==> config.mk <==
export PLATFORM = sky130hd
export DESIGN_NAME = regfile_bypass_p_flat
export DESIGN_NICKNAME = d
export VERILOG_FILES = /design/src/rtl/regfile_bypass_p_if.sv /design/src/rtl/regfile_bypass_p.sv /design/src/flat_wrapper.sv
export SDC_FILE = /design/constraint.sdc
export NUM_CORES = 2
export LEC_CHECK = 0
export BUFFER_PORTS_ARGS = -buffer_cell sky130_fd_sc_hd__buf_4
export CORE_MARGIN = 3
export CORE_UTILIZATION = 50
export DETAILED_ROUTE_END_ITERATION = 7
export PLACE_DENSITY = 0.76
export SYNTH_ARGS = -nofsm -noshare
export SYNTH_HDL_FRONTEND = slang
export SYNTH_SLANG_ARGS = --single-unit
export TNS_END_PERCENT = 5
==> constraint.sdc <==
create_clock -name clk -period 7.59 [get_ports clk]
set_clock_uncertainty 0.15 [all_clocks]
set_input_delay 1.1385 -clock clk [delete_from_list [all_inputs] [get_ports clk]]
set_output_delay 1.1385 -clock clk [all_outputs]
set_load 0.005 [all_outputs]
==> src/rtl/regfile_bypass_p_if.sv <==
// Bundle for regfile_bypass_p: read ports, architectural write, forwarding network,
// pending scoreboard and hazard output. HI/LO signals exist only with REGFILE_HILO_EN.
interface regfile_bypass_p_if #(
  parameter int unsigned DW   = 32,
  parameter int unsigned AW   = 5,
  parameter int unsigned NRD  = 2,
  parameter int unsigned NSTG = 3
);
  logic [NRD*AW-1:0]  raddr;
  logic [NRD*DW-1:0]  rdata;
  logic               we;
  logic [AW-1:0]      waddr;
  logic [DW-1:0]      wdata;
  logic [NSTG-1:0]    fwd_we;
  logic [NSTG-1:0]    fwd_ld;
  logic [NSTG*AW-1:0] fwd_waddr;
  logic [NSTG*DW-1:0] fwd_wdata;
  logic               pend_set;
  logic [AW-1:0]      pend_addr;
  logic               stall;
`ifdef REGFILE_HILO_EN
  logic               hi_we;
  logic               lo_we;
  logic [DW-1:0]      hi_i;
  logic [DW-1:0]      lo_i;
  logic [NSTG-1:0]    fwd_hi_we;
  logic [NSTG-1:0]    fwd_lo_we;
  logic [NSTG*DW-1:0] fwd_hi;
  logic [NSTG*DW-1:0] fwd_lo;
  logic [DW-1:0]      hi_out;
  logic [DW-1:0]      lo_out;
`endif

`ifdef REGFILE_HILO_EN
  modport master (
    output raddr, we, waddr, wdata, fwd_we, fwd_ld, fwd_waddr, fwd_wdata,
           pend_set, pend_addr, hi_we, lo_we, hi_i, lo_i,
           fwd_hi_we, fwd_lo_we, fwd_hi, fwd_lo,
    input  rdata, stall, hi_out, lo_out
  );
  modport slave (
    input  raddr, we, waddr, wdata, fwd_we, fwd_ld, fwd_waddr, fwd_wdata,
           pend_set, pend_addr, hi_we, lo_we, hi_i, lo_i,
           fwd_hi_we, fwd_lo_we, fwd_hi, fwd_lo,
    output rdata, stall, hi_out, lo_out
  );
`else
  modport master (
    output raddr, we, waddr, wdata, fwd_we, fwd_ld, fwd_waddr, fwd_wdata,
           pend_set, pend_addr,
    input  rdata, stall
  );
  modport slave (
    input  raddr, we, waddr, wdata, fwd_we, fwd_ld, fwd_waddr, fwd_wdata,
           pend_set, pend_addr,
    output rdata, stall
  );
`endif
endinterface

==> src/rtl/regfile_bypass_p.sv <==
// Multi-port register file with pipeline forwarding, long-latency pending scoreboard
// and load-use stall detection. Optional HI/LO pair enabled by REGFILE_HILO_EN.
module regfile_bypass_p #(
  parameter int unsigned DW   = 32,
  parameter int unsigned AW   = 5,
  parameter int unsigned NRD  = 2,
  parameter int unsigned NSTG = 3
) (
  input logic              clk,
  input logic              resetn,
  regfile_bypass_p_if.slave bus
);
  localparam int unsigned DEPTH = 1 << AW;

  logic [DW-1:0]    mem [DEPTH];
  logic [DEPTH-1:0] pend;
  logic [NRD-1:0]   port_stall;

  // Iterates oldest to youngest so the youngest valid stage overrides.
  function automatic logic [DW-1:0] pick_fwd(
    input logic [NSTG-1:0]    v,
    input logic [NSTG*DW-1:0] d,
    input logic [DW-1:0]      dflt
  );
    logic [DW-1:0] r;
    r = dflt;
    for (int unsigned i = 0; i < NSTG; i++) begin
      if (v[NSTG-1-i]) r = d[(NSTG-1-i)*DW +: DW];
    end
    return r;
  endfunction

  always_ff @(posedge clk or negedge resetn) begin
    if (!resetn) begin
      mem <= '{default: '0};
    end else if (bus.we && (bus.waddr != '0)) begin
      mem[bus.waddr] <= bus.wdata;
    end
  end

  // Set is applied after clear so a same-cycle set on the same entry wins.
  always_ff @(posedge clk or negedge resetn) begin
    if (!resetn) begin
      pend <= '0;
    end else begin
      if (bus.we) pend[bus.waddr] <= 1'b0;
      if (bus.pend_set && (bus.pend_addr != '0)) pend[bus.pend_addr] <= 1'b1;
    end
  end

  for (genvar k = 0; k < NRD; k++) begin : g_rd
    logic [AW-1:0]   a;
    logic [NSTG-1:0] mv;
    logic [NSTG-1:0] ymv;
    logic            whit;
    logic [DW-1:0]   d;

    assign a = bus.raddr[k*AW +: AW];

    for (genvar s = 0; s < NSTG; s++) begin : g_match
      assign mv[s] = bus.fwd_we[s] && (bus.fwd_waddr[s*AW +: AW] == a);
    end

    // Isolate the lowest set bit: the youngest matching stage.
    assign ymv  = mv & (~mv + 1'b1);
    assign whit = bus.we && (bus.waddr == a);
    assign d    = pick_fwd(mv, bus.fwd_wdata, whit ? bus.wdata : mem[a]);

    assign bus.rdata[k*DW +: DW] = (a == '0) ? '0 : d;
    assign port_stall[k] = (a != '0) &&
                           ((|(bus.fwd_ld & ymv)) || ((mv == '0) && !whit && pend[a]));
  end

  assign bus.stall = |port_stall;

`ifdef REGFILE_HILO_EN
  logic [DW-1:0] hi_q;
  logic [DW-1:0] lo_q;

  always_ff @(posedge clk or negedge resetn) begin
    if (!resetn) begin
      hi_q <= '0;
      lo_q <= '0;
    end else begin
      if (bus.hi_we) hi_q <= bus.hi_i;
      if (bus.lo_we) lo_q <= bus.lo_i;
    end
  end

  assign bus.hi_out = pick_fwd(bus.fwd_hi_we, bus.fwd_hi, bus.hi_we ? bus.hi_i : hi_q);
  assign bus.lo_out = pick_fwd(bus.fwd_lo_we, bus.fwd_lo, bus.lo_we ? bus.lo_i : lo_q);
`endif
endmodule

==> src/flat_wrapper.sv <==
// flat-port wrapper written by rule: the top's interface ports become plain ports
module regfile_bypass_p_flat 
#(
  parameter int unsigned DW   = 32,
  parameter int unsigned AW   = 5,
  parameter int unsigned NRD  = 2,
  parameter int unsigned NSTG = 3
)
  (clk, resetn, bus_raddr, bus_we, bus_waddr, bus_wdata, bus_fwd_we, bus_fwd_ld, bus_fwd_waddr, bus_fwd_wdata, bus_pend_set, bus_pend_addr, bus_rdata, bus_stall);
  regfile_bypass_p_if #(.DW(DW), .AW(AW), .NRD(NRD), .NSTG(NSTG)) bus_i ();
  input logic clk;
  input logic resetn;
  input wire logic [$bits(bus_i.raddr)-1:0] bus_raddr;
  input wire logic [$bits(bus_i.we)-1:0] bus_we;
  input wire logic [$bits(bus_i.waddr)-1:0] bus_waddr;
  input wire logic [$bits(bus_i.wdata)-1:0] bus_wdata;
  input wire logic [$bits(bus_i.fwd_we)-1:0] bus_fwd_we;
  input wire logic [$bits(bus_i.fwd_ld)-1:0] bus_fwd_ld;
  input wire logic [$bits(bus_i.fwd_waddr)-1:0] bus_fwd_waddr;
  input wire logic [$bits(bus_i.fwd_wdata)-1:0] bus_fwd_wdata;
  input wire logic [$bits(bus_i.pend_set)-1:0] bus_pend_set;
  input wire logic [$bits(bus_i.pend_addr)-1:0] bus_pend_addr;
  output wire logic [$bits(bus_i.rdata)-1:0] bus_rdata;
  output wire logic [$bits(bus_i.stall)-1:0] bus_stall;
  assign bus_i.raddr = bus_raddr;
  assign bus_i.we = bus_we;
  assign bus_i.waddr = bus_waddr;
  assign bus_i.wdata = bus_wdata;
  assign bus_i.fwd_we = bus_fwd_we;
  assign bus_i.fwd_ld = bus_fwd_ld;
  assign bus_i.fwd_waddr = bus_fwd_waddr;
  assign bus_i.fwd_wdata = bus_fwd_wdata;
  assign bus_i.pend_set = bus_pend_set;
  assign bus_i.pend_addr = bus_pend_addr;
  assign bus_rdata = bus_i.rdata;
  assign bus_stall = bus_i.stall;
  regfile_bypass_p #(.DW(DW), .AW(AW), .NRD(NRD), .NSTG(NSTG)) u_core (.clk(clk), .resetn(resetn), .bus(bus_i));
endmodule
==> out/qor.yml <==
mostFrequentLayoutCell: "mux2_2"
drive_above_1_share_pct: 48.0
tritoncts: "done"
synth_adder_area_share_pct: 0
synth-seq-cells: 1056
post-cts-setup-buffers: 0
yosysSeqAreaShare_pct: 44.9
grt_pass1_vias: 41249
portBuffers: 237
worst_slew_pin_slew_ns: 1.28
die_area_um2: 122000
die_h_um: 349
hp-class: "reg2reg"
cts_hold_buf: 0
cts_buffers: 107
p_per_area_nw_per_um2: 254
clkTransAtPathRegs_ns: 0.06
synthFlopType: "dfrtp_1"
htreeDepth: 3
routed_wl_um: 182000
synth_edf_count: 0
viasPerCell: 7.06
final_max_slew_viol_count: 0
max_stage_delay_ns: 0.56
peakVddDrop_mv: 0.199
holdWs_ns: 0.253
avgSynthCellArea_um2: 14.1
ant_nets: 0
required_ns: 6.30
synth.net_count: 4338
ctsLongestPathBuffers: 3
rsz0062_at_grt: "no"
synthesis.instances: 4165
ys_async_sr_fraction_pct: 100
yosysWarnings: 0
root_buffer: "clkbuf_16"
initial_core_util_pct: 50.5
worstPathMaxFanout: 36
area_growth_pct: 10.2
rows: 125
drv_cap: 0
ys_types: 53
drtIter0Drc: 4347
track_usage_pct: 29.8
core_area_um2: 117000
synth-xor-area-share_pct: 0.596
vias: 40467
grt_pass1_wl_um: 272000
hold_viol_final: 0
grt_overflow_total: 0
wl_per_cell_um: 31.8
finalNetCount: 4289
synthSimpleGateAreaFrac_pct: 1.59
synth_compound_area_share_pct: 7.74
synthTopCellsByArea: "dfrtp_1, mux2_2, mux4_2"
post-route-min-period_ns: 5.91
dr.pass1.iters: 6
critPathKind: "in2out"
cts_resized: 0
worst_skew_pair.late_latency_ns: 0.69
clock-sinks: 1056
tns_ns: 0
synthMuxAreaShare_pct: 41.1
end_kind: "output pin"
syn_area_um2: 58800
route.detailed.drc: 0
ios: 238
path_common_cell: "buf_4"
cpMaxStageDelayCell: "buf_4"
power.leakage_nw: 28.3
grt_max_degree: 179
slew-limit-headroom_pct: 14.8
place_congestion: 0.840
layout_common_cells: "mux2_2, dfrtp_1, mux4_2"
path_cells: "buf_4, buf_4, xor2_1, nor4_1, and3_2, buf_4, nor2b_4, buf_4, a221oi_1, a21oi_1, buf_4"
die_w_um: 349
cp.arrival_ns: 4.62
synth_top_family_by_area: "multiplexers"
yosys.area.top_type: "dfrtp_1"
synth_top_area_share_pct: 44.9
post-route-period-util_pct: 77.9
start_kind: "input pin"
status: "complete, no violations"
fmaxAchievable_mhz: 169
detailed_place_hpwl_um: 102000
setup_viol: 0
antenna_found_initial: 15
-- registers in the layout, summed over array words and instances (netlist names) --
| name | cells |
|---|---|
| u_core.mem | 1024 |
| u_core.pend | 32 |
-- power by group --
part	switching, mW	internal [mW]	total [mW]
sequential	0.793	6.71	7.50
clock	2.32	3.10	5.41
combinational	1.47	2.10	3.57
total	4.58	11.9	16.5
-- worst max-delay path: cells and delay by family --
kind                      cells  cell delay, ns
AOI/OAI and AO/OA             2            0.62
xor gates and xnor gates      1            0.18
buffers and inverters         5            1.98
and+or+nand+nor               3            0.67
-- per-stage QoR --
step	util, %	instances	power [mW]	instance area (um2)	setup slack, ns
final	55.6	5733	16.5	64800	1.68
after global placement	52.5	5531	10.9	61200	1.79
after floorplan	-	4165	9.96	58800	3.48
after detailed placement	52.5	5531	11.1	61200	1.81
after global routing	55.6	5727	17.2	64800	1.53
after CTS	55.6	5727	16.5	64800	1.80
-- cells in the mapped netlist, types with 5 or more instances --
| library cell | instances |
|---|---|
| o211ai_1 | 33 |
| a211o_1 | 32 |
| and3_1 | 5 |
| o21ai_0 | 33 |
| o22ai_1 | 96 |
| buf_4 | 59 |
| mux4_2 | 400 |
| clkbuf_1 | 243 |
| a22o_1 | 15 |
| nand2_1 | 24 |
| o221ai_1 | 127 |
| nor2b_1 | 6 |
| a21o_1 | 32 |
| xnor2_1 | 14 |
| nand3b_1 | 8 |
| nand3_1 | 6 |
| buf_1 | 44 |
| nor4_1 | 5 |
| mux2_2 | 1057 |
| nor2_1 | 51 |
| a211oi_1 | 33 |
| a22oi_1 | 32 |
| a221oi_1 | 64 |
| or3_1 | 36 |
| mux2i_1 | 326 |
| a21oi_1 | 129 |
| buf_6 | 25 |
| xor2_1 | 26 |
| buf_2 | 105 |
| nor3b_1 | 9 |
| dfrtp_1 | 1056 |
-- logic make-up (layout without fill, tap and decap cells) --
kind of cell / after synthesis / after routing
simple gates: 172 / 172
buf+inv: 480 / 518
compound gates: 634 / 634
other cells: 0 / 6
xor+xnor: 40 / 40
mux: 1783 / 1783
flops: 1056 / 1056
-- metal layers --
layer / track usage (%) / routed length [um] / vias to the layer above
met1: 38.7 / 70600 / 21463
met3: 6.77 / 16300 / 564
met5: 0 / 109 / -
met4: 15.7 / 10800 / 16
met2: 47.0 / 84600 / 2194
li1: - / - / 16230
-- layout make-up --
class | instances | area, um2
Fill cell | 9110 | 51700
Multi-Input combinational cell | 2629 | 30300
Sequential cell | 1056 | 26400
Clock buffer | 146 | 3100
Timing Repair Buffer | 322 | 2620
Tap cell | 1524 | 1910
Clock inverter | 50 | 483
Antenna cell | 6 | 15.0
-- worst paths after layout --
kind                       slack (ns)             start                to  depth (start not counted)
setup / recovery                 1.68      bus_raddr[4]     bus_rdata[17]                         11
hold / removal                   0.25  u_core.mem[1002]  u_core.mem[1002]                          0
setup reg to reg                 6.62   u_core.mem[321]   u_core.mem[321]                          1
hold reg to reg                  0.25  u_core.mem[1002]  u_core.mem[1002]                          0
max in group asynchronous        5.40            resetn   u_core.mem[275]                          2
min in group asynchronous        0.30            resetn   u_core.pend[20]                          1
Power figures use the tool's default switching activity.
